## src/rtl/operand_entry_seq_pkg.sv

```systemverilog
// Shared types and defaults for the operand entry sequencer and its button front-end.
package seq_pkg;

  typedef enum logic [1:0] {
    S_OP1    = 2'd0,
    S_OP2    = 2'd1,
    S_OPCODE = 2'd2,
    S_SHOW   = 2'd3
  } seq_state_t;

  localparam int unsigned DEBOUNCE_CYCLES_DEF = 1_000_000;
  localparam int unsigned TIMEOUT_CYCLES_DEF  = 500_000_000;

  // Width of a counter that must hold 0 .. n-1.
  function automatic int unsigned cnt_width(input int unsigned n);
    return (n <= 2) ? 1 : $clog2(n);
  endfunction

endpackage

```

## src/rtl/operand_entry_seq_if.sv

```systemverilog
// Button input and load-pulse / status outputs of the operand entry sequencer.
interface operand_entry_seq_if;
  import seq_pkg::*;

  logic       BTNC;
  logic       r0;
  logic       r1;
  logic       r2;
  seq_state_t stage;
  logic       result_valid;

  modport master (input BTNC, output r0, output r1, output r2, output stage, output result_valid);
  modport slave  (output BTNC, input r0, input r1, input r2, input stage, input result_valid);

endinterface

```

## src/rtl/operand_entry_seq_debounce.sv

```systemverilog
// Reusable push-button front-end: 2-flop synchroniser, stability-counter debounce, rising-edge press.
module btn_debounce
  import seq_pkg::*;
#(
  parameter int unsigned DEBOUNCE_CYCLES = DEBOUNCE_CYCLES_DEF
) (
  input  logic CLK100MHZ,
  input  logic CPU_RESETN,
  input  logic btn_raw,
  output logic level,
  output logic press
);

  localparam int unsigned CW = cnt_width(DEBOUNCE_CYCLES);

  logic          sync1;
  logic          sync2;
  logic          level_d;
  logic          armed;
  logic [1:0]    sync_valid;
  logic [CW-1:0] cnt;

  always_ff @(posedge CLK100MHZ) begin
    if (!CPU_RESETN) begin
      sync1      <= 1'b0;
      sync2      <= 1'b0;
      level      <= 1'b0;
      level_d    <= 1'b0;
      armed      <= 1'b0;
      sync_valid <= '0;
      cnt        <= '0;
    end else begin
      sync1      <= btn_raw;
      sync2      <= sync1;
      sync_valid <= {sync_valid[0], 1'b1};
      level_d    <= level;
      // A button still held through reset must be released before it can press again.
      if (sync_valid[1] && !sync2)
        armed <= 1'b1;
      if (sync2 == level) begin
        cnt <= '0;
      end else if (cnt == CW'(DEBOUNCE_CYCLES - 1)) begin
        level <= sync2;
        cnt   <= '0;
      end else begin
        cnt <= cnt + 1'b1;
      end
    end
  end

  assign press = level & ~level_d & armed;

endmodule

```

## src/rtl/operand_entry_seq.sv

```systemverilog
// Operand entry sequencer: each debounced BTNC press steps OP1 -> OP2 -> OpCode -> show.
// Optional idle timeout back to S_OP1 is enabled by defining SEQ_TIMEOUT_EN.
module operand_entry_seq
  import seq_pkg::*;
#(
  parameter int unsigned DEBOUNCE_CYCLES = DEBOUNCE_CYCLES_DEF,
  parameter int unsigned TIMEOUT_CYCLES  = TIMEOUT_CYCLES_DEF
) (
  input logic                  CLK100MHZ,
  input logic                  CPU_RESETN,
  operand_entry_seq_if.master  bus
);

  seq_state_t state;
  logic       press;
  logic       level_unused;
  logic       r0;
  logic       r1;
  logic       r2;
  logic       result_valid;

  btn_debounce #(
    .DEBOUNCE_CYCLES(DEBOUNCE_CYCLES)
  ) u_btn (
    .CLK100MHZ (CLK100MHZ),
    .CPU_RESETN(CPU_RESETN),
    .btn_raw   (bus.BTNC),
    .level     (level_unused),
    .press     (press)
  );

`ifdef SEQ_TIMEOUT_EN
  localparam int unsigned IW = cnt_width(TIMEOUT_CYCLES);
  logic [IW-1:0] idle;
`else
  localparam int unsigned timeout_cycles_unused = TIMEOUT_CYCLES;
`endif

  always_ff @(posedge CLK100MHZ) begin
    if (!CPU_RESETN) begin
      state        <= S_OP1;
      r0           <= 1'b0;
      r1           <= 1'b0;
      r2           <= 1'b0;
      result_valid <= 1'b0;
`ifdef SEQ_TIMEOUT_EN
      idle         <= '0;
`endif
    end else begin
      r0 <= 1'b0;
      r1 <= 1'b0;
      r2 <= 1'b0;
      if (press) begin
`ifdef SEQ_TIMEOUT_EN
        idle <= '0;
`endif
        unique case (state)
          S_OP1:    begin state <= S_OP2;    r0 <= 1'b1; end
          S_OP2:    begin state <= S_OPCODE; r1 <= 1'b1; end
          S_OPCODE: begin state <= S_SHOW;   r2 <= 1'b1; result_valid <= 1'b1; end
          S_SHOW:   begin state <= S_OP1;    result_valid <= 1'b0; end
        endcase
      end
`ifdef SEQ_TIMEOUT_EN
      // Press has priority: the timeout only acts on cycles without one.
      else if (state == S_OP2 || state == S_OPCODE) begin
        if (idle == IW'(TIMEOUT_CYCLES - 1)) begin
          state <= S_OP1;
          idle  <= '0;
        end else begin
          idle <= idle + 1'b1;
        end
      end else begin
        idle <= '0;
      end
`endif
    end
  end

  assign bus.r0           = r0;
  assign bus.r1           = r1;
  assign bus.r2           = r2;
  assign bus.stage        = state;
  assign bus.result_valid = result_valid;

endmodule

```

## src/flat_wrapper.sv

```systemverilog
// flat-port wrapper written by rule: the top's interface ports become plain ports
module operand_entry_seq_flat import seq_pkg::*;
#(
  parameter int unsigned DEBOUNCE_CYCLES = DEBOUNCE_CYCLES_DEF,
  parameter int unsigned TIMEOUT_CYCLES  = TIMEOUT_CYCLES_DEF
)
  (CLK100MHZ, CPU_RESETN, bus_BTNC, bus_r0, bus_r1, bus_r2, bus_stage, bus_result_valid);
  operand_entry_seq_if bus_i ();
  input logic CLK100MHZ;
  input logic CPU_RESETN;
  input wire logic [$bits(bus_i.BTNC)-1:0] bus_BTNC;
  output wire logic [$bits(bus_i.r0)-1:0] bus_r0;
  output wire logic [$bits(bus_i.r1)-1:0] bus_r1;
  output wire logic [$bits(bus_i.r2)-1:0] bus_r2;
  output wire logic [$bits(bus_i.stage)-1:0] bus_stage;
  output wire logic [$bits(bus_i.result_valid)-1:0] bus_result_valid;
  assign bus_i.BTNC = bus_BTNC;
  assign bus_r0 = bus_i.r0;
  assign bus_r1 = bus_i.r1;
  assign bus_r2 = bus_i.r2;
  assign bus_stage = bus_i.stage;
  assign bus_result_valid = bus_i.result_valid;
  operand_entry_seq #(.DEBOUNCE_CYCLES(DEBOUNCE_CYCLES), .TIMEOUT_CYCLES(TIMEOUT_CYCLES)) u_core (.CLK100MHZ(CLK100MHZ), .CPU_RESETN(CPU_RESETN), .bus(bus_i));
endmodule
```

## config.mk

```make
export PLATFORM = sky130hd
export DESIGN_NAME = operand_entry_seq_flat
export DESIGN_NICKNAME = d
export VERILOG_FILES = /design/src/rtl/operand_entry_seq_pkg.sv /design/src/rtl/operand_entry_seq_if.sv /design/src/rtl/operand_entry_seq_debounce.sv /design/src/rtl/operand_entry_seq.sv /design/src/flat_wrapper.sv
export SDC_FILE = /design/constraint.sdc
export NUM_CORES = 1
export LEC_CHECK = 0
export BUFFER_PORTS_ARGS = -buffer_cell sky130_fd_sc_hd__buf_2
export CORE_AREA = 2 2 53 55
export CTS_CLUSTER_SIZE = 12
export DETAILED_ROUTE_END_ITERATION = 16
export DIE_AREA = 0 0 55 57
export PLACE_DENSITY = 0.71
export SLEW_MARGIN = 20
export SYNTH_ARGS = -nofsm -noshare
export SYNTH_HDL_FRONTEND = slang
export SYNTH_SLANG_ARGS = --single-unit
```

## constraint.sdc

```tcl
create_clock -name CLK100MHZ -period 2.6 [get_ports CLK100MHZ]
set_clock_uncertainty 0.2 [all_clocks]
set_input_delay 0.26 -clock CLK100MHZ [delete_from_list [all_inputs] [get_ports CLK100MHZ]]
set_output_delay 0.26 -clock CLK100MHZ [all_outputs]
set_load 0.01 [all_outputs]
```

### Word-level counts from Yosys, hierarchy flattened

Index checks and enable logic that the tools add are counted.

* flip-flop bits (word level): 33
* output and inout port bits: 6
* word-level logic and storage cells: 38

* add/sub/neg operators: 1
* reductions and logical operators: 8
* equality and inequality tests: 5
* multiplexer cells: 6
* bitwise gates (word level): 5

Operator list (number)
* adder 20 x 1 -> 20 bit (second input constant): 1
* == test 20 bit (second input constant): 1
* case mux 2 bit (4 select lines): 1
* AND reduction 2 bit: 3
* == test 2 bit (second input constant): 2
* two-way mux 1 bit: 4
* NOT 1 bit: 3
* OR reduction 3 bit: 1
* AND 1 bit: 2
* == test 2 x 1 -> 1 bit (second input constant): 1
* logical NOT 2 bit: 1
* case mux 1 bit (2 select lines): 1
* nonzero test 2 bit: 1
* == test 1 bit: 1
* logical AND 1 bit: 1
* logical NOT 1 bit: 1

### Depth between registers and ports, before layout

* word-level depth: 4
* depth in mapped cells: 6
* mapped depth without buffers: 5

### Hierarchy

From an unflattened synthesis, not the netlist that was laid out.

* cells, all modules: 151
* area, all modules: 1406.3 µm²

By module, submodules not included
* btn_debounce: area each 1143.6 µm², cells an instance 127, sequential area each 540.5 µm², times used 1
* operand_entry_seq: area each 262.8 µm², cells an instance 24, sequential area each 120.1 µm², times used 1

### Worst setup path after synthesis

OpenSTA, ideal clock, no wires.

* path kind: register -> register
* start: register u_core.u_btn.cnt[0]
* end: register u_core.u_btn.cnt[10]
* arrival time: 1629 ps
* stages on the path, launching flop included: 7
* buffers on the path: 1
* path slack: 643 ps
* library setup time: 128 ps
* path through: dfxtp_1 > ha_1 > nand2_1 > or2_0 > o211ai_2 > clkbuf_1 > nor2_1

* word-level cells in the longest chain between the ends: 2
* elaborated cells between the ends (all ways): 3
* those cells by class: add/sub: 1; eq/ne: 1; reduce/logical: 1

Ends and longest elaborated chain
* from (decl): RTL line operand_entry_seq_debounce.sv:21 `logic [CW-1:0] cnt;`
* from (signal assigned): RTL line operand_entry_seq_debounce.sv:46 `cnt <= cnt + 1'b1;`
* parallel branches: the longest is 2 deep, another holds adder 20 x 1 -> 20 bit

Several ways; the timed one is not identified.
A chain may end at the register's enable or synchronous reset.

### Worst setup path after layout

* start: register u_core.u_btn.cnt[0]
* end: register u_core.u_btn.cnt[18]

The elaborated chain is that of the path after synthesis.

==> results.txt <==
----------------------------------------------------
[Power]
  Register share of total power ... 54.6%
  Highest ir drop seen on vdd ... 532 uV
  Internal power contribution ... 0.000744 W
  Switching Power ... 0.000193 W
  Power consumption ... 0.000938 W
  Relative contribution of the clock network to total power ... 43.9%
  LEAKAGE ... 0.538 nW
  Switching share of total power ... 20.6%
  Total power density per cell area ... 611 nW/um^2
  Part of the power in combinational logic ... 1.5%

[Yosys]
  Post-synthesis cell area ... 1350 sq um
  Cell accounting for the most synthesized area ... dfxtp_1
  Most common library cells after synthesis ... dfxtp_1 (33), nor2_1 (19), a21oi_1 (9), xnor2_1 (9), inv_1 (8)
  Avg Inst Size Synth ... 9.33 sq um
  Number of nets produced by synthesis ... 153
  Most common cell in the synthesized netlist ... dfxtp_1
  Warnings from Yosys ... 0
  Leading cell types by total area after synthesis ... dfxtp_1 (49%), xnor2_1 (5.8%), nor2_1 (5.3%)
  Sequential share of the synthesized area ... 48.8%
  Most instantiated flip-flop cell in the synthesis netlist ... dfxtp_1
  Synthesized netlist cell count ... 145
  Count of cell types in the netlist ... 29
  Count of flip-flops with a built-in enable after synthesis ... 0
  Area fraction of the dominant cell type after synthesis ... 48.8%
  Synthesis-stage register bit count ... 33
  Async set-or-reset flop fraction in the synthesized netlist ... 0%

[Final layout]
  Ratio of cells with drive above 1 in the final layout ... 11.8%
  Area Growth Syn to Fin ... 13.5%
  Count of antenna diodes in the layout ... 0
  Finished Cell Area ... 1540 sq um
  Final net count ... 168

[STA]
  Crit path setup slack, layout ... 0.523 ns
  Final Hold Vio Count ... 0
  Maximum operating frequency ... 481 MHz
  Summed negative setup slack over all endpoints ... 0 ns
  Ratio of final minimum period to clock period ... 79.9%
  Unrepaired setup endpoints after global routing ... no
  Max-Slew Margin vs Limit ... 69.9%
  Final setup violating endpoints ... 0
  Fin. max-slew vios ... 0
  Measured slew at the worst slew-check pin ... 0.450 ns
  Hold WS ... 0.250 ns
  Time the worst path needs with I/O delays and setup ... 2.08 ns

[Clock network]
  Number of hold buffers added after CTS ... 2
  Level count of the clock H-tree ... 2
  Number of setup buffers added after CTS ... 0
  Clock sink count ... 33
  Cell at the root of the clock tree ... clkbuf_4
  Num CTS Buffers ... 5
  Clock tree from TritonCTS ... yes
  Later-pin clock latency in the skew report ... 0.34 ns
  Maximum clock path buffer count ... 2
  Number of resized instances in the post-cts repair step ... 0
  Clock input transition at the sequential cells of the worst setup and hold paths ... 0.10 ns

[Route]
  Count of nets left with antenna violations after detail routing ... 0
  Vias after detailed routing ... 1011
  DRC ... 0
  Drt initial violations ... 17
  Router iterations before antenna repair ... 4
  Total wire length after detailed routing ... 2280 microns
  Vias per cell ... 5.27
  Average routed wire per standard cell ... 11.9 microns

[Placement]
  Routability cong. ... 0.776
  Post-Place Setup Slack ... 0.536 ns
  Detailed Place HPWL ... 1630 microns
  Area after detailed placement ... 1430 sq um
  Number of I/O port buffers ... 8

[Worst setup path]
  Maximum net fanout on the critical path ... 6
  Kind of critical path ... reg2reg
  Startpoint class of the critical path ... flop
  Highest cell delay on the worst timing path ... 0.49 ns
  Ordered list of cells on the worst path ... ha_1, nand2_1, or3_1, or4_1, a21oi_1
  Slowest cell on the critical path ... or3_1
  Req. time, crit path ... 2.68 ns
  Sort of element at the end of the critical path ... flop
  Arrival time of the worst setup path ... 2.15 ns

[Floorplanning]
  Vert. Die Dim ... 57 microns
  Chip Width ... 55 microns
  Full die area ... 3140 sq um
  Floorplan row count ... 19
  Starting density of the core ... 51.7%
  Placeable core region ... 2620 sq um
  Number of top-level pins ... 9

[GRT]
  Final global-route overflow total ... 0
  Number of global-route vias before repair ... 935
  Global-route wire length before repair ... 3940 microns
  Overall fraction of global-route tracks in use ... 17.7%
  Initial antenna violation count ... 0
  Pin count of the biggest net entering global routing ... 20

[Outcome]
  Status ... finished, final reports clean

[Job]
  Max Cap Viol ... 0

[Worst hold path]
  Type of the tightest min-delay check ... reg2reg

----------------------------------------------------
critical path, delay by kind of cell (launching register included):
family	cells	cell delay [ns]
fa+ha+maj	1	0.22
compound gates	1	0.17
flops	1	0.37
simple gates	3	1.06
area by class of cell:
type                            count  area, sq um
Fill cell                         236         1080
Sequential cell                    33          661
Multi-Input combinational cell    101          649
Timing Repair Buffer               11         67.6
Clock buffer                        6         51.3
Tap cell                           31         38.8
Clock inverter                      2         37.5
Inverter                            8         30.0
power groups by stage:
stage / sequential [W] / clock, W / combinational, W
2_1_floorplan: 0.000523 / 0 / 0.00000816
3_3_place_gp: 0.000523 / 0 / 0.0000115
3_5_place_dp: 0.000523 / 0 / 0.0000118
4_1_cts: 0.000512 / 0.000418 / 0.0000142
5_1_grt: 0.000513 / 0.000449 / 0.0000160
6_report: 0.000512 / 0.000412 / 0.0000139
registers in the layout, indices dropped and copies added (netlist names):
name	flops
u_core.u_btn.cnt	20
u_core.bus.stage	2
u_core.u_btn.sync_valid	2
u_core.bus.r0	1
u_core.bus.r1	1
u_core.bus.r2	1
u_core.bus.result_valid	1
u_core.u_btn.armed	1
u_core.u_btn.level	1
u_core.u_btn.level_d	1
u_core.u_btn.sync1	1
u_core.u_btn.sync2	1
cells by family (layout without fill, tap and decap cells):
logic type | count (synthesis) | count (layout) | share of synthesized area, %
compound gates | 19 | 19 | 8.51
mux | 1 | 1 | 0.740
buf+inv | 11 | 27 | 3.15
fa+ha+maj | 5 | 5 | 4.63
simple gates | 63 | 63 | 25.7
flops | 33 | 33 | 48.8
xor+xnor | 13 | 13 | 8.42
layout by cell type (no fill, tap or decap):
cell type,count
nand3_1,6
o211ai_2,1
and3_1,4
xor2_1,4
clkinvlp_4,1
buf_4,1
clkbuf_4,5
buf_2,8
nor3_1,2
or3_1,6
dfxtp_1,33
nor3b_1,1
or2_0,1
nor2_1,19
o31ai_1,3
a21oi_1,9
xnor2_1,9
o21ai_0,4
nor4b_1,3
inv_1,8
bufinv_16,1
nand4_1,1
nand4b_1,1
clkbuf_8,1
ha_1,5
and4_1,1
or4_1,3
mux2i_1,1
nor4_1,3
and2_1,4
nand2_1,7
dlygate4sd3_1,2
nand3_4,1
a211oi_1,2
stage by stage:
step	cells	utilization [%]
2_1_floorplan	145	-
3_3_place_gp	182	54.5
3_5_place_dp	182	54.5
4_1_cts	192	58.7
5_1_grt	192	58.7
6_report	192	58.7
final timing paths:
check                             start                         end  cells after the start  slack, ns
max                 u_core.u_btn.cnt[0]        u_core.u_btn.cnt[18]                      5       0.52
max reg2reg         u_core.u_btn.cnt[0]        u_core.u_btn.cnt[18]                      5       0.52
min          u_core.u_btn.sync_valid[0]  u_core.u_btn.sync_valid[1]                      1       0.25
min reg2reg  u_core.u_btn.sync_valid[0]  u_core.u_btn.sync_valid[1]                      1       0.25
metal layers:
layer / vias up / part of all wire, % / global-route usage (%) / wire length (microns)
met5: - / 0 / 0 / 0
met4: 0 / 1.9 / 7.32 / 44
met3: 7 / 4.4 / 8.64 / 101
met2: 15 / 48 / 28.2 / 1090
met1: 456 / 46 / 19.7 / 1040
li1: 533 / - / - / -
No activity file was read; power rests on OpenSTA's default activity.
